File: src/rtl/ps2_host_tx_pkg.sv
// ps2_host_tx_pkg: shared PS/2 state encodings, error codes and timing defaults
// for the host transmitter and the keyboard receiver.
package ps2_host_tx_pkg;
   typedef enum logic [2:0] {IDLE, INHIBIT, REQ, SHIFT, ACK, RECOVER} state_t;
   localparam logic [1:0] ERR_NONE  = 2'b00;
   localparam logic [1:0] ERR_FIRST = 2'b01;
   localparam logic [1:0] ERR_XFER  = 2'b10;
   localparam logic [1:0] ERR_ACK   = 2'b11;
   localparam int CLK_HZ_DEF = 50_000_000;
   localparam int INHIBIT_US = 120;
   localparam int FIRST_MS   = 15;
   localparam int XFER_MS    = 2;
   localparam int FILTER_DEF = 8;
   localparam int CNT_W      = 20;
   function automatic logic odd_parity(input logic [7:0] d);
      return ~^d;
   endfunction
endpackage

File: src/rtl/ps2_host_tx_line_filter.sv
// ps2_host_tx_line_filter: 2-FF synchroniser, FILTER-sample debounce and a
// one-cycle strobe when the filtered level falls.
module ps2_host_tx_line_filter #(
   parameter int FILTER = 8
) (
   input  logic i_clk,
   input  logic i_rst_n,
   input  logic i_line,
   output logic o_level,
   output logic o_fall
);
   localparam int CW = $clog2(FILTER + 1);
   logic          r_s1, r_s2, r_level, r_fall;
   logic [CW-1:0] r_cnt;
   logic          w_flip;
   // the level only follows after FILTER consecutive samples that disagree with it
   assign w_flip  = (r_s2 != r_level) && (r_cnt == CW'(FILTER - 1));
   assign o_level = r_level;
   assign o_fall  = r_fall;
   always_ff @(posedge i_clk or negedge i_rst_n)
      if (!i_rst_n) begin
         r_s1    <= 1'b1;
         r_s2    <= 1'b1;
         r_level <= 1'b1;
         r_fall  <= 1'b0;
         r_cnt   <= '0;
      end else begin
         r_s1    <= i_line;
         r_s2    <= r_s1;
         r_cnt   <= (r_s2 == r_level || w_flip) ? '0 : r_cnt + 1'b1;
         r_level <= w_flip ? r_s2 : r_level;
         r_fall  <= w_flip & ~r_s2;
      end
endmodule

File: src/rtl/ps2_host_tx.sv
// ps2_host_tx: PS/2 host-to-device command transmitter (inhibit, request-to-send,
// 11-bit frame clocked by the device, ACK check) with first-clock and transfer timeouts.
module ps2_host_tx
   import ps2_host_tx_pkg::*;
#(
   parameter int CLK_HZ      = CLK_HZ_DEF,
   parameter int INHIBIT_CYC = CLK_HZ / 1_000_000 * INHIBIT_US,
   parameter int FIRST_CYC   = CLK_HZ / 1000 * FIRST_MS,
   parameter int XFER_CYC    = CLK_HZ / 1000 * XFER_MS,
   parameter int FILTER      = FILTER_DEF
) (
   input  logic       CLOCK_50,
   input  logic       RESET_N,
   input  logic [7:0] tx_data,
   input  logic       tx_start,
   output logic       tx_busy,
   output logic       tx_done,
   output logic       tx_error,
   output logic [1:0] tx_err_code,
   output logic       rx_hold,
   input  logic       ps2_clk_i,
   input  logic       ps2_dat_i,
   output logic       ps2_clk_oe,
   output logic       ps2_dat_oe
);
   localparam logic [CNT_W-1:0] INH_LOAD   = CNT_W'(INHIBIT_CYC - 1);
   localparam logic [CNT_W-1:0] FIRST_LOAD = CNT_W'(FIRST_CYC - 1);
   localparam logic [CNT_W-1:0] XFER_LOAD  = CNT_W'(XFER_CYC - 1);
   state_t           r_state, w_state;
   logic [CNT_W-1:0] r_cnt, w_cnt;
   logic [9:0]       r_shift, w_shift;
   logic [3:0]       r_bit, w_bit;
   logic [1:0]       r_code, w_code, w_fcode;
   logic             r_busy, w_busy, r_done, w_done, r_err, w_err;
   logic             r_clk_oe, w_clk_oe, r_dat_oe, w_dat_oe;
   logic             w_fail, w_timeout, w_clk_q, w_clk_fall, w_dat_q, w_unused_dat_fall;
   ps2_host_tx_line_filter #(.FILTER(FILTER)) u_clk (
      .i_clk(CLOCK_50), .i_rst_n(RESET_N), .i_line(ps2_clk_i),
      .o_level(w_clk_q), .o_fall(w_clk_fall)
   );
   ps2_host_tx_line_filter #(.FILTER(FILTER)) u_dat (
      .i_clk(CLOCK_50), .i_rst_n(RESET_N), .i_line(ps2_dat_i),
      .o_level(w_dat_q), .o_fall(w_unused_dat_fall)
   );
   assign w_timeout   = r_cnt == '0;
   assign tx_busy     = r_busy;
   assign rx_hold     = r_busy;
   assign tx_done     = r_done;
   assign tx_error    = r_err;
   assign tx_err_code = r_code;
   assign ps2_clk_oe  = r_clk_oe;
   assign ps2_dat_oe  = r_dat_oe;
   // each state checks its timeout before the fall, so a simultaneous timeout wins
   always_comb begin
      w_state  = r_state;
      w_cnt    = w_timeout ? r_cnt : r_cnt - 1'b1;
      w_shift  = r_shift;
      w_bit    = r_bit;
      w_busy   = r_state != IDLE;
      w_done   = 1'b0;
      w_err    = 1'b0;
      w_code   = r_code;
      w_clk_oe = r_clk_oe;
      w_dat_oe = r_dat_oe;
      w_fail   = 1'b0;
      w_fcode  = ERR_XFER;
      case (r_state)
         IDLE: if (tx_start && !r_busy) begin
            w_state  = INHIBIT;
            w_cnt    = INH_LOAD;
            w_shift  = {1'b1, odd_parity(tx_data), tx_data};
            w_code   = ERR_NONE;
            w_busy   = 1'b1;
            w_clk_oe = 1'b1;
         end
         INHIBIT: if (w_timeout) begin
            w_state  = REQ;
            w_cnt    = FIRST_LOAD;
            w_clk_oe = 1'b0;
            w_dat_oe = 1'b1;
         end
         REQ: if (w_timeout) begin
            w_fail  = 1'b1;
            w_fcode = ERR_FIRST;
         end else if (w_clk_fall) begin
            w_state  = SHIFT;
            w_cnt    = XFER_LOAD;
            w_bit    = '0;
            w_dat_oe = ~r_shift[0];
            w_shift  = r_shift >> 1;
         end
         SHIFT: if (w_timeout) begin
            w_fail = 1'b1;
         end else if (w_clk_fall) begin
            w_dat_oe = ~r_shift[0];
            w_shift  = r_shift >> 1;
            w_bit    = r_bit + 1'b1;
            w_state  = (r_bit == 4'd8) ? ACK : SHIFT;
         end
         ACK: if (w_timeout) begin
            w_fail = 1'b1;
         end else if (w_clk_fall) begin
            w_fail  = w_dat_q;
            w_fcode = ERR_ACK;
            w_state = RECOVER;
         end
         RECOVER: if (w_timeout) begin
            w_fail = 1'b1;
         end else if (w_clk_q && w_dat_q) begin
            w_done  = 1'b1;
            w_state = IDLE;
         end
         default: w_state = IDLE;
      endcase
      if (w_fail) begin
         w_state  = IDLE;
         w_err    = 1'b1;
         w_code   = w_fcode;
         w_clk_oe = 1'b0;
         w_dat_oe = 1'b0;
      end
   end
   always_ff @(posedge CLOCK_50 or negedge RESET_N)
      if (!RESET_N) begin
         r_state  <= IDLE;
         r_cnt    <= '0;
         r_shift  <= '0;
         r_bit    <= '0;
         r_code   <= ERR_NONE;
         r_busy   <= 1'b0;
         r_done   <= 1'b0;
         r_err    <= 1'b0;
         r_clk_oe <= 1'b0;
         r_dat_oe <= 1'b0;
      end else begin
         r_state  <= w_state;
         r_cnt    <= w_cnt;
         r_shift  <= w_shift;
         r_bit    <= w_bit;
         r_code   <= w_code;
         r_busy   <= w_busy;
         r_done   <= w_done;
         r_err    <= w_err;
         r_clk_oe <= w_clk_oe;
         r_dat_oe <= w_dat_oe;
      end
endmodule

File: config.mk
export PLATFORM = sky130hd
export DESIGN_NAME = ps2_host_tx
export DESIGN_NICKNAME = d
export VERILOG_FILES = /design/src/rtl/ps2_host_tx_pkg.sv /design/src/rtl/ps2_host_tx_line_filter.sv /design/src/rtl/ps2_host_tx.sv
export SDC_FILE = /design/constraint.sdc
export NUM_CORES = 1
export LEC_CHECK = 0
export CAP_MARGIN = 20
export CORE_MARGIN = 4
export CORE_UTILIZATION = 45
export CTS_CLUSTER_SIZE = 25
export DETAILED_ROUTE_END_ITERATION = 6
export PLACE_DENSITY = 0.67
export SYNTH_ARGS = -nofsm -noshare
export SYNTH_HDL_FRONTEND = slang
export SYNTH_SLANG_ARGS = --single-unit
File: constraint.sdc
create_clock -name CLOCK_50 -period 2 [get_ports CLOCK_50]
set_input_delay 0.4 -clock CLOCK_50 [delete_from_list [all_inputs] [get_ports CLOCK_50]]
set_output_delay 0.4 -clock CLOCK_50 [all_outputs]
set_load 0.005 [all_outputs]
==> results of run 1 <==
report_power, final:
part | switching (W) | total [W] | internal (W) | leakage, nW
clock network | 0.000490 | 0.00126 | 0.000770 | 0.117
registers | 0.0000553 | 0.00133 | 0.00128 | 0.699
logic | 0.000115 | 0.000239 | 0.000123 | 0.904
per-stage QoR:
| step | setup WS [ps] | cells | util |
|---|---|---|---|
| 4_1_cts | 1.630 | 500 | 0.5858 |
| 3_5_place_dp | -90.57 | 482 | 0.5485 |
| 3_3_place_gp | -40.42 | 482 | 0.5485 |
| 5_1_grt | -78.12 | 506 | 0.6157 |
| 6_report | -14.14 | 506 | 0.6157 |
| 2_1_floorplan | 80.72 | 343 | - |
repair_timing:
action,in CTS,in global routing
endpoints found under the setup margin,17,38
resized for setup,3,29
pin swaps,2,9
setup buffers,2,6
worst max-delay path by stage:
stage	end	slack (ps)	depth (start not counted)
6_report	r_cnt[0]	-10	7
5_1_grt	r_cnt[0]	-80	7
4_1_cts	r_cnt[8]	2	7
3_5_place_dp	r_bit[2]	-90	7
3_3_place_gp	r_bit[2]	-40	7
2_1_floorplan	r_cnt[0]	80	7
routing by layer:
metal,track usage,part of all wire
met5,0,0
met4,0.1001,0.028
met3,0.03331,0.047
met2,0.3106,0.49
met1,0.2494,0.43
cell usage after synthesis, types with 3 or more instances:
master and n:
a21oi_1 14, xnor2_1 16, nor3_2 3, nor2b_1 3, xor2_1 6, buf_2 4, a211oi_1 3, dfrtp_1 53
nand2_1 48, and2_1 6, o21ai_0 13, dfstp_2 6, nor4_4 3, nand3_1 14, nand3b_1 4, or3_1 5
nand2b_1 5, ha_1 7, inv_1 7, nor2_1 32, nor3_1 24, a31oi_1 12, nor4_1 4, clkbuf_1 6
nor3b_1 3
layout make-up:
class,instances,area share
clock buffers,12,0.03669
clock inverters,4,0.01746
inverters,8,0.007101
multi-input cells,262,0.4228
flip-flops and latches,59,0.3512
well taps,96,0.02840
repair buffers,65,0.1364
logic make-up (layout without fill, tap and decap cells):
group / Yosys count / after routing / share of synthesized area
AO/OA/AOI/OAI: 63 / 63 / 0.1357
adder cells (fa/ha/maj): 7 / 7 / 0.02713
XOR/XNOR: 22 / 22 / 0.05969
buffers and inverters: 22 / 89 / 0.02984
flip-flops: 59 / 59 / 0.4597
multiplexers: 2 / 2 / 0.006976
AND/OR/NAND/NOR: 168 / 168 / 0.2810
state kept, by name, indices dropped and copies added, names as in the netlist, 2 cells and up:
name,count
r_shift,10
r_state,3
u_dat.r_cnt,4
r_cnt,20
r_bit,4
u_clk.r_cnt,4
tx_err_code,2
critical path: stages (launching register included):
cell      delay (ps)
dfrtp_2          440
nor4_4           380
nand4b_1         190
nor3_2           190
inv_2            100
ha_1             310
o211ai_1         170
o21ai_0          100
==> flow_summary_export.csv, run 1 <==
group,metric,value,unit
cells_and_area,nNetsFinal,425,
worst_setup_path,crit_path_start,"r_cnt[11]",
cells_and_area,multi_input_area,0.001788,sq mm
clock_network,holdBufCountCts,0,
timing,final-setup-viol-count,1,
worst_setup_path,path_max_fanout,4,
clock_network,clock_latency,350,ps
floorplan,num_io_pins,21,
power,peakVddDrop,0.0004456,V
power,power,0.002833,W
cells_and_area,mostFrequentLayoutCell,"dfrtp_1",
global_route,grt.overflow.total,0,
route,ant_nets,0,
synthesis,ys_ff_latch,59,
synthesis,netlist.area_leader.share,0.4109,
cells_and_area,final_cell_mix,"dfrtp_1 (52), nand2_1 (48), buf_4 (39)",
synthesis,yosys.area.top_type,"dfrtp_1",
place,placed_area,0.003767,sq mm
route,wl_per_cell,15.64,um
status,violations,"negative setup slack",
timing,tightest_slew,532.2,ps
synthesis,avgSynthCellArea,9.411,sq um
floorplan,dieArea,0.008592,sq mm
flow_run,cap_violations,0,
cells_and_area,antennaDiodeCount,0,
worst_setup_path,r2r-start,"r_cnt[11]",
worst_setup_path,worstPathArrival,2240,ps
synthesis,syn_nets,363,
synthesis,syn-instance-count,343,
synthesis,ys_seq_area_frac,0.4597,
route,drt_drc_violations_left,0,
route,avgViaCountPerCell,5.480,
timing,fmax,496.5,MHz
cells_and_area,design_area,0.004229,sq mm
worst_setup_path,worstSetupPathType,"flop to flop",
clock_network,numCtsBuffers,9,
floorplan,fp.dieW,92.70,um
timing,setup_slack,-14.14,ps
clock_network,ctsRootBufferMaster,"clkbuf_8",
timing,timing.hold.ws,27.99,ps
place,gp_congestion,0.8760,
route,wirelength,7913,um
cells_and_area,layout.filler_cells,602,
synthesis,ys_warn_count,0,
clock_network,htree_levels,3,
synthesis,synthDistinctLibCells,61,
global_route,grt_max_degree,60,
cells_and_area,regArea,0.001485,sq mm
worst_hold_path,hold_class,"input pin to async pin",
place,port_buffers,20,
floorplan,rows,30,
synthesis,synthFlopType,"dfrtp_1",
global_route,track_usage,0.1931,
floorplan,core-area,0.006869,sq mm
clock_network,path_clk_slew,70,ps
route,vias,2773,
floorplan,die_h,92.70,um
timing,setup_tns,-14.14,ps
worst_setup_path,r2r_slack,-10,ps
power,power.density,669.8,mW/mm^2
synthesis,synth-edff-count,0,
synthesis,netlist_area,0.003228,sq mm
route,drtIter0Drc,141,
clock_network,cts_tree,"yes",
worst_setup_path,r2r_end,"r_cnt[0]",
cells_and_area,drive_above_1_share,0.2659,
timing,drv_slew,0,
timing,finalCritPeriodShare,1.007,
worst_setup_path,worst-endpoint-required,2230,ps
clock_network,clock_sinks,59,
power,leakage,1.719,nW
timing,fin_worst_skew,9.211,ps
status,outcome,"complete, but fails checks",
cells_and_area,syn_to_final_growth,31.01,%
clock_network,clock_path_buffers,2,
timing,hold_viol,0,
timing,relSlewSlack,0.6452,
timing,rsz0062_at_grt,"yes",
synthesis,synth.area.top_cells,"dfrtp_1 (41%), nand2_1 (5.6%), dfstp_2 (4.9%), xnor2_1 (4.3%), nor3_1 (3.7%)",
worst_setup_path,end_kind,"flop",
timing,period_needed,2014,ps
worst_setup_path,ff2ff_path_depth,7,
route,drtPass1Iterations,4,
synthesis,synthArstFlopShare,1.000,
floorplan,start_util,0.4699,
worst_setup_path,worstSetupStartpointType,"flop",
place,hpwl,5503,um
global_route,antenna_found_initial,0,
global_route,grt_pass1_wl,12850,um
global_route,grt_pass1_vias,2705,
Power figures use the tool's default switching activity.
==> run 2, diff against run 1 <==
Settings changed: ABC_AREA from default to 1.
==> run 2 against run 1 <==
Net effect:
- the run now ends clean
- fmax increased by 7.6%
- worst setup slack improved by 140 ps
- via count increased by 2.5%
- critical path type unchanged
==> flow_summary_export.csv, run 2 <==
group,metric,value,unit
global_route,top_usage_layer,"met2",
worst_setup_path,cpLargestDelayFamily,"simple AND/OR/NAND/NOR gates",
synthesis,avgSynthCellArea,7.757,sq um
clock_network,clock_path_buffers,2,
worst_setup_path,r2r_end,"r_cnt[0]",
place,port_buffers,20,
clock_network,htree_levels,3,
worst_setup_path,worstSetupPathType,"flop to flop",
worst_setup_path,crit_path_start,"r_cnt[9]",
cells_and_area,syn_to_final_growth,16.39,%
route,ant_nets,0,
global_route,grt_pass1_vias,2726,
synthesis,netlist.area_leader.share,0.3922,
cells_and_area,largest_reg_flops,20,
floorplan,fp.dieW,94.69,um
route,avgViaCountPerCell,4.962,
route,drtPass1Iterations,4,
worst_setup_path,crit_buf_inv,0,
place,hpwl,5198,um
power,p_sw_frac,0.3474,
cells_and_area,drive_above_1_share,0.1519,
cells_and_area,reg_top3,"r_cnt x20, r_shift x10",
power,seq_power_share,0.418,
global_route,grt_max_degree,60,
timing,finalCritPeriodShare,0.9359,
cells_and_area,antennaDiodeCount,0,
worst_setup_path,worst-endpoint-required,2220,ps
worst_setup_path,crit_path_end,"r_cnt[0]",
timing,final-setup-viol-count,0,
synthesis,synth_commonest_cells,"nand2_1 (103), inv_1 (55), dfrtp_1 (53)",
floorplan,num_io_pins,21,
synthesis,ys_seq_area_frac,0.4388,
global_route,track_usage,0.1772,
worst_setup_path,r2r-start,"r_cnt[9]",
clock_network,ctsRootBufferMaster,"clkbuf_8",
synthesis,ys_warn_count,0,
global_route,use_met3,0.05578,
route,drt_drc_violations_left,0,
timing,hold_viol,0,
cells_and_area,nNetsFinal,489,
worst_hold_path,hold_class,"input pin to async pin",
timing,tightest_slew,359.8,ps
worst_setup_path,ff2ff_path_depth,9,
worst_setup_path,cp.depth,9,
global_route,grt_use_met1,0.2219,
timing,setup_tns,0,ps
floorplan,dieArea,0.008966,sq mm
global_route,grtUsageMet2,0.2807,
power,p_switching,0.001336,W
power,comb_power_share,0.303,
clock_network,clock_latency,350,ps
synthesis,synth-edff-count,0,
status,outcome,"finished, final reports clean",
floorplan,die_h,94.69,um
global_route,grt.overflow.total,0,
worst_setup_path,worstSetupStartpointType,"flop",
synthesis,synthArstFlopShare,1.000,
cells_and_area,regMostFlops,"r_cnt",
worst_setup_path,worstPathArrival,2090,ps
synthesis,syn-instance-count,436,
timing,relSlewSlack,0.7592,
worst_setup_path,path_max_fanout,3,
worst_setup_path,cp_cell_sequence,"nor2_2 > nand2_1 > nor2_4 > nand3_2 > ha_1 > o21ai_1 > o21ai_0 > a21oi_1 > o211ai_1",
synthesis,yosys.area.top_type,"dfrtp_1",
cells_and_area,final_cell_mix,"nand2_1 (103), inv_1 (54), dfrtp_1 (53)",
synthesis,synth.area.top_cells,"dfrtp_1 (39%), nand2_1 (11%), inv_1 (6.1%), nand3_1 (5.8%), nor2_1 (5.0%)",
global_route,antenna_found_initial,0,
timing,fin_worst_skew,8.565,ps
clock_network,cts_tree,"yes",
power,power.density,977.0,mW/mm^2
route,vias,2843,
clock_network,numCtsBuffers,9,
power,power,0.003846,W
place,gp_congestion,0.9134,
synthesis,netlist_area,0.003382,sq mm
timing,fmax,534.2,MHz
route,drtIter0Drc,128,
power,internal_power,0.002510,W
floorplan,rows,31,
timing,period_needed,1872,ps
synthesis,synthFlopType,"dfrtp_1",
cells_and_area,mostFrequentLayoutCell,"nand2_1",
power,leakage,1.923,nW
synthesis,synth_most_common_cell,"nand2_1",
worst_setup_path,slowest_stage,"dfrtp_1",
global_route,grt_pass1_wl,12210,um
route,wl_per_cell,12.43,um
worst_setup_path,end_kind,"flop",
synthesis,ys_ff_latch,59,
worst_setup_path,slowest_delay,420,ps
power,peakVddDrop,0.0005018,V
clock_network,clock_sinks,59,
route,wirelength,7125,um
timing,drv_slew,0,
clock_network,path_clk_slew,70,ps
synthesis,synthDistinctLibCells,36,
floorplan,core-area,0.007292,sq mm
worst_setup_path,r2r_slack,130,ps
power,power_frac_clock,0.278,
synthesis,syn_nets,456,
flow_run,cap_violations,0,
floorplan,start_util,0.4638,
[run 2: timing repair]
item / 4_1_cts / 5_1_grt
hold endpoints to repair: 0 / 0
gates resized for setup: 0 / 3
hold buffers: 0 / 0
endpoints found under the setup margin: 0 / 2
setup buffers: 0 / 0
[run 2: power groups by stage]
stage               clock network (W)  logic, W  registers (W)
floorplan                           0  0.000856        0.00159
global placement                    0   0.00114        0.00162
detailed placement                  0   0.00117        0.00163
CTS                           0.00110   0.00118        0.00161
global route                  0.00115   0.00135        0.00164
finish                        0.00107   0.00117        0.00161
[run 2: area by class of cell]
| cell class | instances | area [sq um] |
|---|---|---|
| Clock buffer | 10 | 137.6 |
| Sequential cell | 59 | 1484 |
| Clock inverter | 6 | 55.05 |
| Fill cell | 714 | 3356 |
| Tap cell | 99 | 123.9 |
| Multi-Input combinational cell | 305 | 1613 |
| Inverter | 64 | 240.2 |
| Timing Repair Buffer | 30 | 282.8 |
[run 2: metal layers]
| metal | vias up | wire length (um) |
|---|---|---|
| met1 | 1323 | 3144 |
| met4 | 0 | 201 |
| li1 | 1453 | - |
| met3 | 13 | 299 |
| met5 | - | 0 |
| met2 | 54 | 3479 |
[run 2: cell families (layout without fill, tap and decap cells)]
| logic type | count (synthesis) | in the layout | share of synthesized area |
|---|---|---|---|
| and+or+nand+nor | 223 | 223 | 0.2960 |
| buffers and inverters | 72 | 110 | 0.08731 |
| DFF | 59 | 59 | 0.4388 |
| AOI/OAI and AO/OA | 47 | 47 | 0.07585 |
| xor gates and xnor gates | 19 | 19 | 0.04920 |
| muxes | 9 | 9 | 0.02701 |
| adders and majority gates | 7 | 7 | 0.02590 |
[run 2: worst min path at each step]
stage | start | endpoint | slack (ps) | depth (start not counted)
6_report | RESET_N | r_cnt[10] | 30 | 2
5_1_grt | RESET_N | r_cnt[10] | 80 | 2
4_1_cts | RESET_N | r_cnt[10] | 50 | 2
3_5_place_dp | u_clk.r_s1 | u_clk.r_s2 | 350 | 0
3_3_place_gp | u_clk.r_s1 | u_clk.r_s2 | 350 | 0
2_1_floorplan | RESET_N | ps2_clk_oe | 100 | 0
[run 2: metrics by stage]
| step | area, sq um | std cells | setup slack (ps) | hold slack [ps] | utilization |
|---|---|---|---|---|---|
| after global placement | 3734 | 557 | 96.90 | 346.9 | 0.5120 |
| after detailed placement | 3734 | 557 | 93.90 | 347.5 | 0.5120 |
| after CTS | 3926 | 573 | 116.9 | 53.22 | 0.5384 |
| final | 3936 | 573 | 128.1 | 27.66 | 0.5398 |
| after floorplan | 3382 | 436 | 1.788 | 104.4 | - |
| after global routing | 3936 | 573 | -31.64 | 75.39 | 0.5398 |
